===== src/rtl/double_comb_decim_pkg.sv =====
`default_nettype none
// ============================================================================
// Module   : double_comb_decim_pkg
// Purpose  : Shared constants, types and the output saturation helper for
//            the CIC comb/decimation blocks.
// Revision : 1.0 - initial release
// ============================================================================
package double_comb_decim_pkg;

  // Smallest decimation factor the window counter supports.
  localparam int c_min_period = 2;

  // Number of samples needed to fill the two comb delay elements.
  typedef logic [1:0] prime_cnt_t;
  localparam prime_cnt_t c_prime_full = 2'd2;

  localparam int c_sat_w = 64;
  localparam logic signed [c_sat_w-1:0] c_sat_max = {1'b0, {(c_sat_w-1){1'b1}}};

  // Clamp a sign-extended value to the signed range of a dwo-bit word.
  function automatic logic signed [c_sat_w-1:0] sat_dwo(
    input logic signed [c_sat_w-1:0] x,
    input int                        dwo
  );
    logic signed [c_sat_w-1:0] hi;
    logic signed [c_sat_w-1:0] lo;
    hi = c_sat_max >>> (c_sat_w - dwo);
    lo = ~hi;
    if (x > hi) begin
      sat_dwo = hi;
    end else if (x < lo) begin
      sat_dwo = lo;
    end else begin
      sat_dwo = x;
    end
  endfunction

endpackage
`default_nettype wire


===== src/rtl/double_comb_decim_comb_diff.sv =====
`default_nettype none
// ============================================================================
// Module   : comb_diff
// Purpose  : One first-difference comb stage, differential delay 1, modular.
// Revision : 1.0 - initial release
// ============================================================================
module comb_diff #(
  parameter int DW = 28
) (
  input  logic          clk,
  input  logic          reset_n,
  input  logic          clr,
  input  logic          en,
  input  logic [DW-1:0] x,
  output logic [DW-1:0] y
);

  logic [DW-1:0] r_x_z;
  logic [DW-1:0] r_y;

  always_ff @(posedge clk or negedge reset_n) begin
    if (!reset_n) begin
      r_x_z <= '0;
      r_y   <= '0;
    end else if (clr) begin
      r_x_z <= '0;
      r_y   <= '0;
    end else if (en) begin
      // Wrap-around is intended: the difference is exact modulo 2^DW.
      r_y   <= x - r_x_z;
      r_x_z <= x;
    end
  end

  assign y = r_y;

endmodule
`default_nettype wire


===== src/rtl/double_comb_decim.sv =====
`default_nettype none
// ============================================================================
// Module   : double_comb_decim
// Purpose  : Decimating double-comb section of a two-stage CIC filter with
//            runtime decimation factor, scaling and saturation.
// Revision : 1.0 - initial release
// ============================================================================
module double_comb_decim
  import double_comb_decim_pkg::*;
#(
  parameter int DWI   = 28,
  parameter int DWO   = 20,
  parameter int PW    = 12,
  parameter int SHIFT = 8
) (
  input  logic                  clk,
  input  logic                  reset_n,
  input  logic signed [DWI-1:0] in,
  input  logic        [PW-1:0]  period,
  input  logic                  clear,
  output logic signed [DWO-1:0] out,
  output logic                  out_valid,
  output logic                  stb_sample
);

  logic [PW-1:0]  r_cnt;
  logic [PW-1:0]  r_ract;
  prime_cnt_t     r_prime;
  logic           r_stb_d1;
  logic           r_stb_d2;
  logic           r_vld_d1;
  logic           r_vld_d2;
  logic           r_out_valid;
  logic signed [DWO-1:0] r_out;

  logic [PW-1:0]  w_period_clamp;
  logic           w_wrap;
  logic           w_primed;
  logic [DWI-1:0] w_c1;
  logic [DWI-1:0] w_c2;
  logic signed [DWI-1:0]     w_shifted;
  logic signed [c_sat_w-1:0] w_wide;

  assign w_period_clamp = (period < PW'(c_min_period)) ? PW'(c_min_period) : period;
  assign w_wrap         = (r_cnt == r_ract - PW'(1));
  assign w_primed       = (r_prime == c_prime_full);
  // clear wins over a coincident window end: that sample is never taken.
  assign stb_sample     = w_wrap & ~clear;

  // Window counter, active period latch and priming count.
  always_ff @(posedge clk or negedge reset_n) begin
    if (!reset_n) begin
      r_cnt   <= '0;
      r_ract  <= PW'(c_min_period);
      r_prime <= '0;
    end else if (clear) begin
      r_cnt   <= '0;
      r_ract  <= w_period_clamp;
      r_prime <= '0;
    end else begin
      if (w_wrap) begin
        r_cnt  <= '0;
        r_ract <= w_period_clamp;
      end else begin
        r_cnt <= r_cnt + PW'(1);
      end
      if (stb_sample && !w_primed) begin
        r_prime <= r_prime + prime_cnt_t'(1);
      end
    end
  end

  comb_diff #(.DW(DWI)) u_comb1 (
    .clk     (clk),
    .reset_n (reset_n),
    .clr     (clear),
    .en      (stb_sample),
    .x       (in),
    .y       (w_c1)
  );

  comb_diff #(.DW(DWI)) u_comb2 (
    .clk     (clk),
    .reset_n (reset_n),
    .clr     (clear),
    .en      (r_stb_d1),
    .x       (w_c1),
    .y       (w_c2)
  );

  assign w_shifted = $signed(w_c2) >>> SHIFT;
  assign w_wide    = {{(c_sat_w-DWI){w_shifted[DWI-1]}}, w_shifted};

  // Validity is decided when the sample is taken: a sample is good only if
  // both comb delays already held real data before it arrived.
  always_ff @(posedge clk or negedge reset_n) begin
    if (!reset_n) begin
      r_stb_d1    <= 1'b0;
      r_stb_d2    <= 1'b0;
      r_vld_d1    <= 1'b0;
      r_vld_d2    <= 1'b0;
      r_out_valid <= 1'b0;
      r_out       <= '0;
    end else if (clear) begin
      r_stb_d1    <= 1'b0;
      r_stb_d2    <= 1'b0;
      r_vld_d1    <= 1'b0;
      r_vld_d2    <= 1'b0;
      r_out_valid <= 1'b0;
    end else begin
      r_stb_d1    <= stb_sample;
      r_stb_d2    <= r_stb_d1;
      r_vld_d1    <= stb_sample & w_primed;
      r_vld_d2    <= r_vld_d1;
      r_out_valid <= r_vld_d2;
      if (r_stb_d2) begin
        r_out <= DWO'(sat_dwo(w_wide, DWO));
      end
    end
  end

  assign out       = r_out;
  assign out_valid = r_out_valid;

endmodule
`default_nettype wire


===== config.mk =====
export PLATFORM = sky130hd
export DESIGN_NAME = double_comb_decim
export DESIGN_NICKNAME = d
export VERILOG_FILES = /design/src/rtl/double_comb_decim_pkg.sv /design/src/rtl/double_comb_decim_comb_diff.sv /design/src/rtl/double_comb_decim.sv
export SDC_FILE = /design/constraint.sdc
export NUM_CORES = 1
export LEC_CHECK = 0
export CAP_MARGIN = 25
export CORE_UTILIZATION = 35
export CTS_BUF_LIST = sky130_fd_sc_hd__clkbuf_16
export DETAILED_ROUTE_END_ITERATION = 16
export DONT_BUFFER_PORTS = 1
export GPL_TIMING_DRIVEN = 0
export SETUP_SLACK_MARGIN = 0.15
export SLEW_MARGIN = 20
export SYNTH_ARGS = -nofsm -noshare
export SYNTH_HDL_FRONTEND = slang
export SYNTH_SLANG_ARGS = --single-unit

===== constraint.sdc =====
create_clock -name clk -period 3.3 [get_ports clk]
set_clock_uncertainty 0.2 [all_clocks]
set_input_delay 0.66 -clock clk [delete_from_list [all_inputs] [get_ports clk]]
set_output_delay 0.66 -clock clk [all_outputs]
set_load 0.005 [all_outputs]

# Word-level counts from Yosys, hierarchy flattened
# Index checks and enable logic that the tools add are counted.
op_classes:
  n_addsub: 5
  n_lt_le_gt_ge: 3
  n_eq_ne: 2
  mux: 22
  bitwise: 3
  n_reduce_logical: 7
ops:
  columns: ["operator", "count"]
  rows:
  - ["$mux W28", 8]
  - ["$mux W12", 5]
  - ["$sub A28 B28 Y28", 2]
  - ["$mux W20", 2]
  - ["$gt A20 B20 Y1 const B", 1]
  - ["$lt A20 B20 Y1 const B", 1]
  - ["$add A12 B1 Y12 const B", 1]
  - ["$eq A12 B12 Y1", 1]
  - ["$lt A12 B2 Y1 const B", 1]
  - ["$sub A12 B1 Y12 const B", 1]
  - ["$reduce_bool A2 Y1", 4]
  - ["$mux W1", 5]
  - ["$mux W2", 2]
  - ["$add A2 B1 Y2 const B", 1]
  - ["$and A1 B1 Y1", 2]
  - ["$eq A2 B2 Y1 const B", 1]
  - ["$reduce_and A2 Y1", 1]
  - ["$logic_and A1 B1 Y1", 1]
  - ["$logic_not A1 Y1", 1]
  - ["$not A1 Y1", 1]
word_totals:
  register_bits: 163
  in_bits: 43
  out_inout_bits: 22
  wordCells: 55

# Logic depth before layout (Yosys ltp)
# Gate-level depths: netlist (run 1).
logic_depth:
  depth_word: 6
  mapped_depth: 13
  mapped_depth_nobuf: 13

# Cells and area by module
# From an unflattened synthesis (run 1), not the netlist that was laid out.
hier_totals:
  hier_cells: 1184
  area_unflattened_um2: 10737.8
by_module_without_submodules:
  columns: ["module", "instances", "cells_per_inst", "area_per_inst_um2", "seq_area_each_um2"]
  rows:
  - ["comb_diff", 2, 483, 4088.9, 1401.3]
  - ["double_comb_decim", 1, 218, 2560.0, 1277.5]

# Least setup slack after synthesis (run 1)
# OpenSTA, ideal clock, no wires.
synth_timing:
  path_kind: "input -> register"
  start: "input in[0]"
  end: "register u_comb1.r_y[24], in the netlist u_comb1.y[24]"
  setup_ns: 0.121
  t_arrival_ns: 3.168
  required_ns: 2.979
  slack_ns: -0.188
  path_stages: 13
  n_path_buf: 0
  cell_sequence: "inv_1 -> ha_1 -> inv_1 -> fa_1 -> a21o_1 -> a311o_1 -> a31oi_1 -> o21ai_0 -> a31oi_1 -> o211a_1 -> a21oi_1 -> xor2_1 -> a22o_1"
synth_between:
  elab_chain_len: 3
synth_rtl:
  columns: ["item", "line_no", "source"]
  rows:
  - ["from (decl)", "double_comb_decim.sv:18", "input logic signed [DWI-1:0] in,"]
  - ["$sub A28 B28 Y28", "double_comb_decim_comb_diff.sv:30", "r_y <= x - r_x_z;"]
  - ["$mux W28", "double_comb_decim_comb_diff.sv:28", "end else if (en) begin"]
  - ["$mux W28", "double_comb_decim_comb_diff.sv:25", "end else if (clr) begin"]
  - ["to (signal assigned)", "double_comb_decim_comb_diff.sv:30", null]
  - ["to (decl)", "double_comb_decim_comb_diff.sv:19", "logic [DW-1:0] r_y;"]
# No other way between the ends. The select of a mux whose other input is x is not followed.
# A chain may end at the register's enable or synchronous reset.

# Worst setup path after layout (run 1)
layout_timing:
  start: "register r_ract[6]"
  end: "output stb_sample"
layout_between:
  elab_chain_len: 3
layout_rtl:
  columns: ["item", "line_no", "source"]
  rows:
  - ["from (decl)", "double_comb_decim.sv:27", "logic [PW-1:0] r_ract;"]
  - ["from (signal assigned)", "double_comb_decim.sv:54", "r_ract <= PW'(c_min_period);"]
  - ["from (signal assigned)", "double_comb_decim.sv:58", "r_ract <= w_period_clamp;"]
  - ["from (signal assigned)", "double_comb_decim.sv:63", "r_ract <= w_period_clamp;"]
  - ["$sub A12 B1 Y12", "double_comb_decim.sv:45", "assign w_wrap = (r_cnt == r_ract - PW'(1));"]
  - ["$eq A12 B12 Y1", "double_comb_decim.sv:45", null]
  - ["$and A1 B1 Y1", "double_comb_decim.sv:48", "assign stb_sample = w_wrap & ~clear;"]
  - ["to (decl)", "double_comb_decim.sv:23", "output logic stb_sample"]
# No other way between the ends.

==> flow_metrics.py, run 1 <==
metrics = {
    "run_status": {
        "status": "complete, but fails checks",
        "violations": "negative hold slack, negative setup slack",
    },
    "setup_path": {
        "cp_slowest_cell": "or4_4",
        "cp.arrival_ns": 2.90,
        "slowest_delay_ns": 0.55,
        "path_class": "reg2out",
        "crit_top_cell": "or4_4",
        "critPathCaptureType": "output port",
        "cp_data_required_time_ns": 2.44,
        "r2r_setup_slack_ns": -0.07,
        "crit_chain": "or4_4 > or4_4 > or4_4 > nand3_4 > nand4_1 > buf_6 > nor2_4",
        "crit_path_start_kind": "register",
        "cp_max_fo": 4,
    },
    "global_routing": {
        "grt_pass1_vias": 6829,
        "grt_pass1_wl_um": 35200,
        "grt_antenna_before_repair": 0,
        "grt_overflow": 0,
        "grt_max_degree": 156,
        "grtUsageTotal_pct": 16.7,
    },
    "final_layout": {
        "design_area_sq_um": 11500,
        "final_cell_count_no_fill": 1362,
        "fillerInstances": 2279,
        "multiInputGateArea_sq_um": 5520,
        "antenna_cells": 0,
        "drive_gt1_share_pct": 22.6,
        "area_growth_pct": 26.3,
        "utilization_pct": 45.4,
        "ff_latch_area_sq_um": 3890,
        "fin_nets": 1119,
    },
    "clocking": {
        "insertion_delay_ns": 0.42,
        "cts_max_path_buffers": 2,
        "numCtsBuffers": 17,
        "cts.sinks": 155,
        "cts_tree": "yes",
        "cts-root-buf": "clkbuf_16",
        "path_clk_slew_ns": 0.07,
        "htreeDepth": 4,
    },
    "floorplan": {
        "die_x_um": 163,
        "coreArea_sq_um": 25300,
        "start_util_pct": 36.0,
        "io_pins": 65,
        "die_y_um": 163,
        "die_area_sq_um": 26700,
        "placementRows": 58,
    },
    "worst_hold_path": {
        "hp-class": "in2async",
    },
    "yosys": {
        "synth_warnings": 0,
        "synth_flop_cell": "dfrtp_1",
        "synth_top_cell_area_share_pct": 42.3,
        "synth_area_leaders": "dfrtp_1 (42%), mux2i_1 (7.9%), ha_1 (7.7%)",
        "synthCells": 953,
        "synth-compound-area-share_pct": 12.5,
        "async_flop_share_pct": 100,
        "syn_area_per_cell_sq_um": 9.56,
        "synth_top_family_by_area": "simple AND/OR/NAND/NOR gates",
        "synth-edff-count": 0,
        "synth_top_cell_by_area": "dfrtp_1",
        "synth_xor_area_share_pct": 5.67,
        "synth_cell_types": 67,
        "seq_area_frac_synth_pct": 42.6,
        "synth-simple-area-share_pct": 16.4,
        "synth.most_common_cell": "dfrtp_1",
        "ys_ff_latch": 155,
        "muxShareOfSynthArea_pct": 10.1,
        "syn_nets": 1053,
        "syn_area_sq_um": 9110,
        "synth_adder_area_share_pct": 7.91,
        "synth_commonest_cells": "dfrtp_1 (154), nor2_1 (130), mux2i_1 (72), inv_1 (66), nand2_1 (61)",
    },
    "timing": {
        "finalSetupViolations": 15,
        "max_clock_freq_mhz": 266,
        "tightest_slew_ns": 0.854,
        "finalCritPeriodShare_pct": 114,
        "rsz0062_at_grt": "true",
        "layout_setup_ws_ns": -0.458,
        "hold_violations": 155,
        "min_period_ns": 3.76,
        "whs_ns": -0.267,
        "relSlewSlack_pct": 43.0,
        "final_max_slew_viol_count": 0,
    },
    "route": {
        "wl_per_cell_um": 16.3,
        "route.vias.total": 6910,
        "vias_per_cell": 5.07,
        "drc": 0,
        "drtIter0Drc": 286,
        "drtAntennaViolNets": 0,
        "routed_wl_um": 22200,
        "dr.pass1.iters": 4,
    },
    "flow_run": {
        "cap_violations": 0,
    },
    "place": {
        "dpl.cell_count": 1283,
        "place.gp.congestion": 0.817,
        "post-dp-hpwl_um": 14800,
        "placed_area_sq_um": 9600,
        "io_buffers": 0,
    },
    "power_and_ir_drop": {
        "leakagePower_nw": 5.14,
        "cellPowerDensity_nw_per_um2": 377,
        "ir_drop_uv": 248,
    },
}
## registers in the layout (all words and copies together) (netlist names), 2 cells and up
| name | cells |
|---|---|
| u_comb1.r_x_z | 28 |
| out | 20 |
| u_comb2.y | 20 |
| r_cnt | 12 |
| r_prime | 2 |
| u_comb2.r_x_z | 28 |
| r_ract | 12 |
| u_comb1.y | 28 |
## placed cells by master (no fill, tap or decap), types with 5 or more instances in the layout
master     netlist  layout
xnor2_1         29      28
o21ai_1          6       7
mux2_2          18      18
dfrtp_1        154     149
o21ai_0         28      22
a21oi_2          0       9
and3_1           7       7
nor2b_1         10       9
ha_4             0      16
buf_4            0      24
or2_2            5       5
or4_4            2       5
mux2i_1         72      71
nor3_1           7       7
o31ai_1          7       5
nand2b_1        17      16
clkbuf_16        0      21
nor2_4           0      10
dfrtp_2          0       5
nor2_2           0      12
a21oi_1         55      46
nor2_1         130     108
a31oi_4          0       5
inv_1           66      64
o21a_1           7       7
o21bai_1         5       5
buf_12           0       9
clkbuf_1        24      22
nand4_1          7       7
nand3_1         18      16
or3_1            8       7
nand3b_1         9       9
buf_6            3      18
ha_1            56      38
xor2_1          30      30
a21o_1          23      23
nand2_1         61      47
nand2_2          0      11
## where the power goes
| group | leakage, nW | switching, mW | internal, mW | total (mW) |
|---|---|---|---|---|
| logic | 2.73 | 0.229 | 0.181 | 0.410 |
| clock network | 0.276 | 0.847 | 1.13 | 1.98 |
| registers | 2.13 | 0.0248 | 1.92 | 1.95 |
| total | 5.14 | 1.10 | 3.23 | 4.33 |
## per-stage QoR
step	hold WS [ns]	power, mW	setup slack [ns]	TNS [ns]
2_1_floorplan	0.164	2.24	0.0271	0
3_3_place_gp	0.174	2.31	-0.540	-8.74
3_5_place_dp	0.171	2.31	-0.554	-10.11
4_1_cts	-0.282	4.33	-0.485	-1.22
5_1_grt	-0.283	4.50	-0.548	-3.84
6_report	-0.267	4.33	-0.458	-1.22
## worst paths after layout
kind	start	to	cells after the start
min in group clk	period[3]	r_ract[3]	2
worst max-delay path	r_ract[6]	stb_sample	7
worst max register to register	r_ract[6]	r_ract[5]	13
worst min register to register	r_vld_d1	r_vld_d2	1
max in group asynchronous	reset_n	r_ract[1]	0
worst min-delay path	reset_n	u_comb2.y[22]	0
## cells by family after synthesis
group	count (synthesis)
AO/OA/AOI/OAI	177
multiplexers	90
XOR/XNOR	59
flip-flops	155
adder cells (fa/ha/maj)	57
AND/OR/NAND/NOR	309
buffers and inverters	106
## what timing repair did
action	in CTS	in global routing
pin swaps	32	39
setup buffers	27	12
setup endpoints to repair	89	90
gates resized for setup	107	88
endpoints found under the hold margin	155	155
gates cloned	4	4
## final cells by class
class	count	share of cell area, %
Multi-Input combinational cell	692	48.0
Sequential cell	155	33.8
Timing Repair Buffer	47	4.66
Clock buffer	17	3.70
Tap cell	330	3.59
Buffer	40	2.61
Inverter	66	2.15
Clock inverter	15	1.45
## worst max-delay path: cells and delay by family, from the launching register on
kind | cells | cell delay (ns)
simple gates | 6 | 1.91
flops | 1 | 0.38
buf+inv | 1 | 0.18
## routing by layer
metal	GRT usage (%)	vias up	part of all wire, %
li1	-	3441	-
met1	22.4	3319	46
met2	26.9	125	47
met3	3.50	25	5.1
met4	4.76	0	1.7
met5	0	-	0
No activity file was read; power rests on OpenSTA's default activity.
==> inputs of run 2 (changes only) <==
--- a/config.mk
+++ b/config.mk
@@ -6,11 +6,14 @@
 export NUM_CORES = 1
 export LEC_CHECK = 0
 export CAP_MARGIN = 25
+export CELL_PAD_IN_SITES_DETAIL_PLACEMENT = 1
+export CELL_PAD_IN_SITES_GLOBAL_PLACEMENT = 2
 export CORE_UTILIZATION = 35
 export CTS_BUF_LIST = sky130_fd_sc_hd__clkbuf_16
 export DETAILED_ROUTE_END_ITERATION = 16
 export DONT_BUFFER_PORTS = 1
 export GPL_TIMING_DRIVEN = 0
+export PLACE_DENSITY_LB_ADDON = 0.1
 export SETUP_SLACK_MARGIN = 0.15
 export SLEW_MARGIN = 20
 export SYNTH_ARGS = -nofsm -noshare
==> run 2 against run 1 <==
  * The run still ends with negative hold slack, negative setup slack left
  * Design area grew 0.99%
  * Global-route usage grew 3.4 points
  * Clock power grew 17%
  * Die area is the same
  * Core utilization grew 0.45 points
  * Critical path depth shrank 1
  * Setup slack gained 0.024 ns
  * Via count grew 1.8%
  * Routed wire length grew 15%
  * Count of clock-buffer cells in the layout is the same
  * Maximum frequency grew 0.65%
  * Sequential share of layout area shrank 0.27 points
  * Critical path type unchanged
==> flow_metrics.py, run 2 (same netlist as run 1, synthesis figures left out) <==
metrics = {
    "final_layout": {
        "area_growth_pct": 27.5,
        "multiInputGateArea_sq_um": 5430,
        "antenna_cells": 0,
        "fin_nets": 1132,
        "final_common_cell": "dfrtp_1",
        "drive_gt1_share_pct": 23.9,
        "mostFrequentLayoutCells": "dfrtp_1 (143), nor2_1 (110), mux2i_1 (68)",
        "ff_latch_area_sq_um": 3890,
        "fillerInstances": 2806,
    },
    "timing": {
        "whs_ns": -0.283,
        "rsz0062_at_grt": "true",
        "finalSetupViolations": 57,
        "min_period_ns": 3.73,
        "hold_violations": 154,
        "layout_setup_ws_ns": -0.434,
        "relSlewSlack_pct": 40.7,
        "final_max_slew_viol_count": 0,
        "setup_tns_ns": -17.28,
        "tightest_slew_ns": 0.889,
        "finalCritPeriodShare_pct": 113,
        "max_clock_freq_mhz": 268,
    },
    "route": {
        "routed_wl_um": 25600,
        "vias_per_cell": 5.12,
        "drtIter0Drc": 229,
        "wl_per_cell_um": 18.6,
        "dr.pass1.iters": 4,
        "route.vias.total": 7037,
        "drc": 0,
        "drtAntennaViolNets": 0,
    },
    "power_and_ir_drop": {
        "combinationalPowerShare_pct": 9.1,
        "p_seq_share_pct": 41.6,
        "ir_drop_uv": 245,
        "switching_share_pct": 23.3,
        "power.total_mw": 4.68,
        "power_switching_mw": 1.09,
        "pwr-share-clk_pct": 49.3,
        "leakagePower_nw": 5.19,
        "cellPowerDensity_nw_per_um2": 403,
        "internal_power_mw": 3.59,
    },
    "floorplan": {
        "coreArea_sq_um": 25300,
        "placementRows": 58,
        "io_pins": 65,
        "die_x_um": 163,
        "die_area_sq_um": 26700,
        "die_y_um": 163,
        "start_util_pct": 36.0,
    },
    "setup_path": {
        "critPathCaptureType": "output port",
        "cp.arrival_ns": 2.87,
        "crit_path_start_kind": "register",
        "cp_data_required_time_ns": 2.44,
        "r2r-end": "u_comb1.y[27]",
        "cp_max_fo": 4,
        "r2r_cells": 13,
        "path_class": "reg2out",
        "r2r_setup_slack_ns": -0.39,
        "worstReg2RegStart": "r_ract[4]",
    },
    "global_routing": {
        "grt_pass1_wl_um": 41000,
        "grtUsageTotal_pct": 20.0,
        "grt_max_degree": 156,
        "grt_pass1_vias": 7460,
        "grt_overflow": 0,
        "grt_antenna_before_repair": 0,
    },
    "clocking": {
        "cts_tree": "yes",
        "numCtsBuffers": 17,
        "insertion_delay_ns": 0.43,
        "cts_max_path_buffers": 2,
        "path_clk_slew_ns": 0.07,
        "htreeDepth": 4,
        "cts-root-buf": "clkbuf_16",
        "cts.sinks": 155,
    },
    "flow_run": {
        "cap_violations": 0,
    },
    "worst_hold_path": {
        "hp-class": "in2async",
    },
    "run_status": {
        "violations": "negative hold slack, negative setup slack",
        "status": "complete, but fails checks",
    },
    "place": {
        "post-dp-hpwl_um": 17500,
        "place.gp.congestion": 0.766,
        "io_buffers": 0,
    },
}
run 2: how the worst max path moves through the flow:
stage | cells after the start | slack [ns] | start | endpoint
2_1_floorplan | 6 | 0.03 | r_ract[4] | stb_sample
3_3_place_gp | 10 | -0.50 | u_comb1.y[13] | u_comb2.y[21]
3_5_place_dp | 10 | -0.48 | u_comb1.y[13] | u_comb2.y[21]
4_1_cts | 6 | -0.47 | r_ract[4] | stb_sample
5_1_grt | 6 | -0.53 | r_ract[4] | stb_sample
6_report | 6 | -0.43 | r_ract[4] | stb_sample
run 2: area by class of cell:
class / count / share of cell area (%)
sequential: 155 / 33.5
clock inverter: 14 / 2.17
tap: 330 / 3.56
clock buffer: 17 / 3.66
timing repair buffer: 60 / 5.53
multi-input combinational: 692 / 46.7
inverter: 66 / 2.13
buffer: 40 / 2.68
run 2: through the flow:
step | worst slack, ns | utilization [%] | instance area (sq um) | instances
2_1_floorplan | 0.0271 | - | 9180 | 953
6_report | -0.434 | 45.9 | 11600 | 1374
4_1_cts | -0.468 | 44.1 | 11200 | 1358
5_1_grt | -0.535 | 45.9 | 11600 | 1374
3_3_place_gp | -0.496 | 37.9 | 9600 | 1283
3_5_place_dp | -0.484 | 37.9 | 9600 | 1283
run 2: timing repair:
item                                    4_1_cts  5_1_grt
hold endpoints to repair                    155      155
gates cloned                                  6        2
resized for setup                           113       85
setup buffers                                38       15
pin swaps                                    40       30
endpoints found under the setup margin       93       93
run 2: per-layer routing:
metal / vias to the layer above / global-route usage (%) / part of all wire, %
met5: - / 0 / 0
met4: 0 / 5.23 / 1.3
met3: 18 / 4.04 / 2.5
met2: 78 / 33.0 / 47
met1: 3475 / 26.6 / 49
li1: 3466 / - / -
run 2: power groups by stage:
stage               Sequential [mW]  Combinational (mW)  Clock (mW)
floorplan                      1.98               0.259           0
global placement               1.99               0.342           0
detailed placement             1.99               0.346           0
CTS                            1.95               0.403        2.37
global route                   1.95               0.471        2.44
finish                         1.95               0.424        2.31
run 2: critical path, cell delays in order (launching register included):
cell and delay [ns]:
dfrtp_2 0.41, or4_4 0.53, or4_4 0.53, or4_4 0.44, nand3_4 0.10, nand4_1 0.19
nor2_4 0.25
==> inputs of run 3 (changes only) <==
--- a/config.mk
+++ b/config.mk
@@ -12,6 +12,7 @@
 export CTS_BUF_LIST = sky130_fd_sc_hd__clkbuf_16
 export DETAILED_ROUTE_END_ITERATION = 16
 export DONT_BUFFER_PORTS = 1
+export GPL_ROUTABILITY_DRIVEN = 0
 export GPL_TIMING_DRIVEN = 0
 export PLACE_DENSITY_LB_ADDON = 0.1
 export SETUP_SLACK_MARGIN = 0.15
==> results of run 3 <==
Final layout, timing and power as in run 2 (identical DEF).
==> patch: new RTL, config.mk and constraints of run 2 <==
The parameter `DWI` goes from 28 to 56.
--- a/src/rtl/double_comb_decim.sv
+++ b/src/rtl/double_comb_decim.sv
@@ -8,7 +8,7 @@
 module double_comb_decim
   import double_comb_decim_pkg::*;
 #(
-  parameter int DWI   = 28,
+  parameter int DWI   = 56,
   parameter int DWO   = 20,
   parameter int PW    = 12,
   parameter int SHIFT = 8
Ports: changed (resized in); port bits go from 65 to 93. No check against the original RTL was run, so the function may have changed too.
==> patch against run 2 <==
The flow still finishes with violations (hold timing, setup timing); count of clock-buffer cells in the layout up 19; register-to-register slack better by 0.08 ns; total power is 80% higher; design area up 100%; sequential cell count is 112 higher; first-iteration DRC count rose to 2.9 times the old value; synthesized area increased by 94%; setup slack got worse by 0.073 ns; routed wire length rose by 130%; non-clock buffer count up 159; critical path depth is 5 higher; die area is 92% higher; sequential power up 71%; largest cell class unchanged.
==> patch: results (changes against run 2) <==
stage	metric	value	unit	change
status	status	complete, but fails checks		
status	violations	hold timing, setup timing		
placed_design	gp_congestion	0.866		+13%
finish	buffers	259		+160%
finish	fillers	5665		+100%
cts	clk_latency	0.56	ns	+0.13 ns
sta	timing.hold.ws	-0.403	ns	-0.120 ns
route	drt_first_pass_iters	5		+1
grt	grt_use_total	23.1	%	+3.0 points
sta	worst_pin_slew	1.09	ns	+0.203 ns
finish	clock_area_share	5.07	%	-0.76 points
power	power.switching	2.26	mW	+110%
cts	clock_sinks	267		+72%
die	tap_cells	664		+100%
route	routed_wl	58900	um	+130%
finish	inv_count	142		+120%
logic_synthesis	synth_commonest_cells	nand2_1, dfrtp_1, a21oi_1		
placed_design	dp_slack	-0.900	ns	-0.416 ns
finish	final_core_util	47.1	%	+1.3 points
sta	fin_setup_tns	-24.99	ns	-7.71 ns
grt	grt_max_degree	268		+72%
placed_design	dpl_cell_area	0.0186	mm2	+94%
sta	finalHoldViolCount	267		+73%
logic_synthesis	ys_seq_area_share	37.9	%	-4.7 points
finish	register_area	0.00670	mm2	+72%
route	met3_wirelength	1660	um	+160%
worst_setup_path	slowest_delay	0.50	ns	-0.03 ns
grt	grt_pass1_wl	92800	um	+130%
logic_synthesis	synth-compound-area-share	18.3	%	+5.9 points
worst_setup_path	critPathArrivalTime	2.95	ns	+0.08 ns
grt	grt_util_met3	3.06	%	-0.98 points
finish	comb.multi_input.count	1593		+130%
power	power.share.clock	47.1	%	-2.2 points
sta	worst_slack	-0.506	ns	-0.0727 ns
sta	setup_violations	119		+110%
finish	layout.nets	2482		+120%
worst_setup_path	worst_path_max_delay_cell	or4b_4		
finish	drive_above_1_share	26.5	%	+2.7 points
logic_synthesis	synthTopCellsByArea	dfrtp_1, ha_1, nand2_1, a21oi_1, mux2i_1		
logic_synthesis	synthAdderAreaFrac	8.06	%	+0.15 points
patch: cell count changes after synthesis, moves of 22 or more:
cell / run 2 / this run
nand2_1: 61 / 348
clkbuf_1: 24 / 79
a21oi_1: 55 / 233
nand4_1: 7 / 43
inv_1: 66 / 142
nor2_1: 130 / 187
dfrtp_1: 154 / 266
ha_1: 56 / 112
nor3_1: 7 / 29
o21ai_0: 28 / 79
a21o_1: 23 / 65
xnor2_1: 29 / 75
patch: path summary, 6_finish.rpt:
check | start | to | slack, ns | cells past startpoint
setup / recovery | r_ract[0] | stb_sample | -0.51 | 11
setup reg to reg | r_ract[0] | u_comb1.y[52] | -0.31 | 19
hold reg to reg | r_vld_d1 | r_vld_d2 | 0.28 | 1
max in group asynchronous | reset_n | u_comb1.y[3] | 2.57 | 0
min in group clk | period[3] | r_ract[3] | 0.03 | 2
hold / removal | reset_n | r_ract[4] | -0.40 | 0
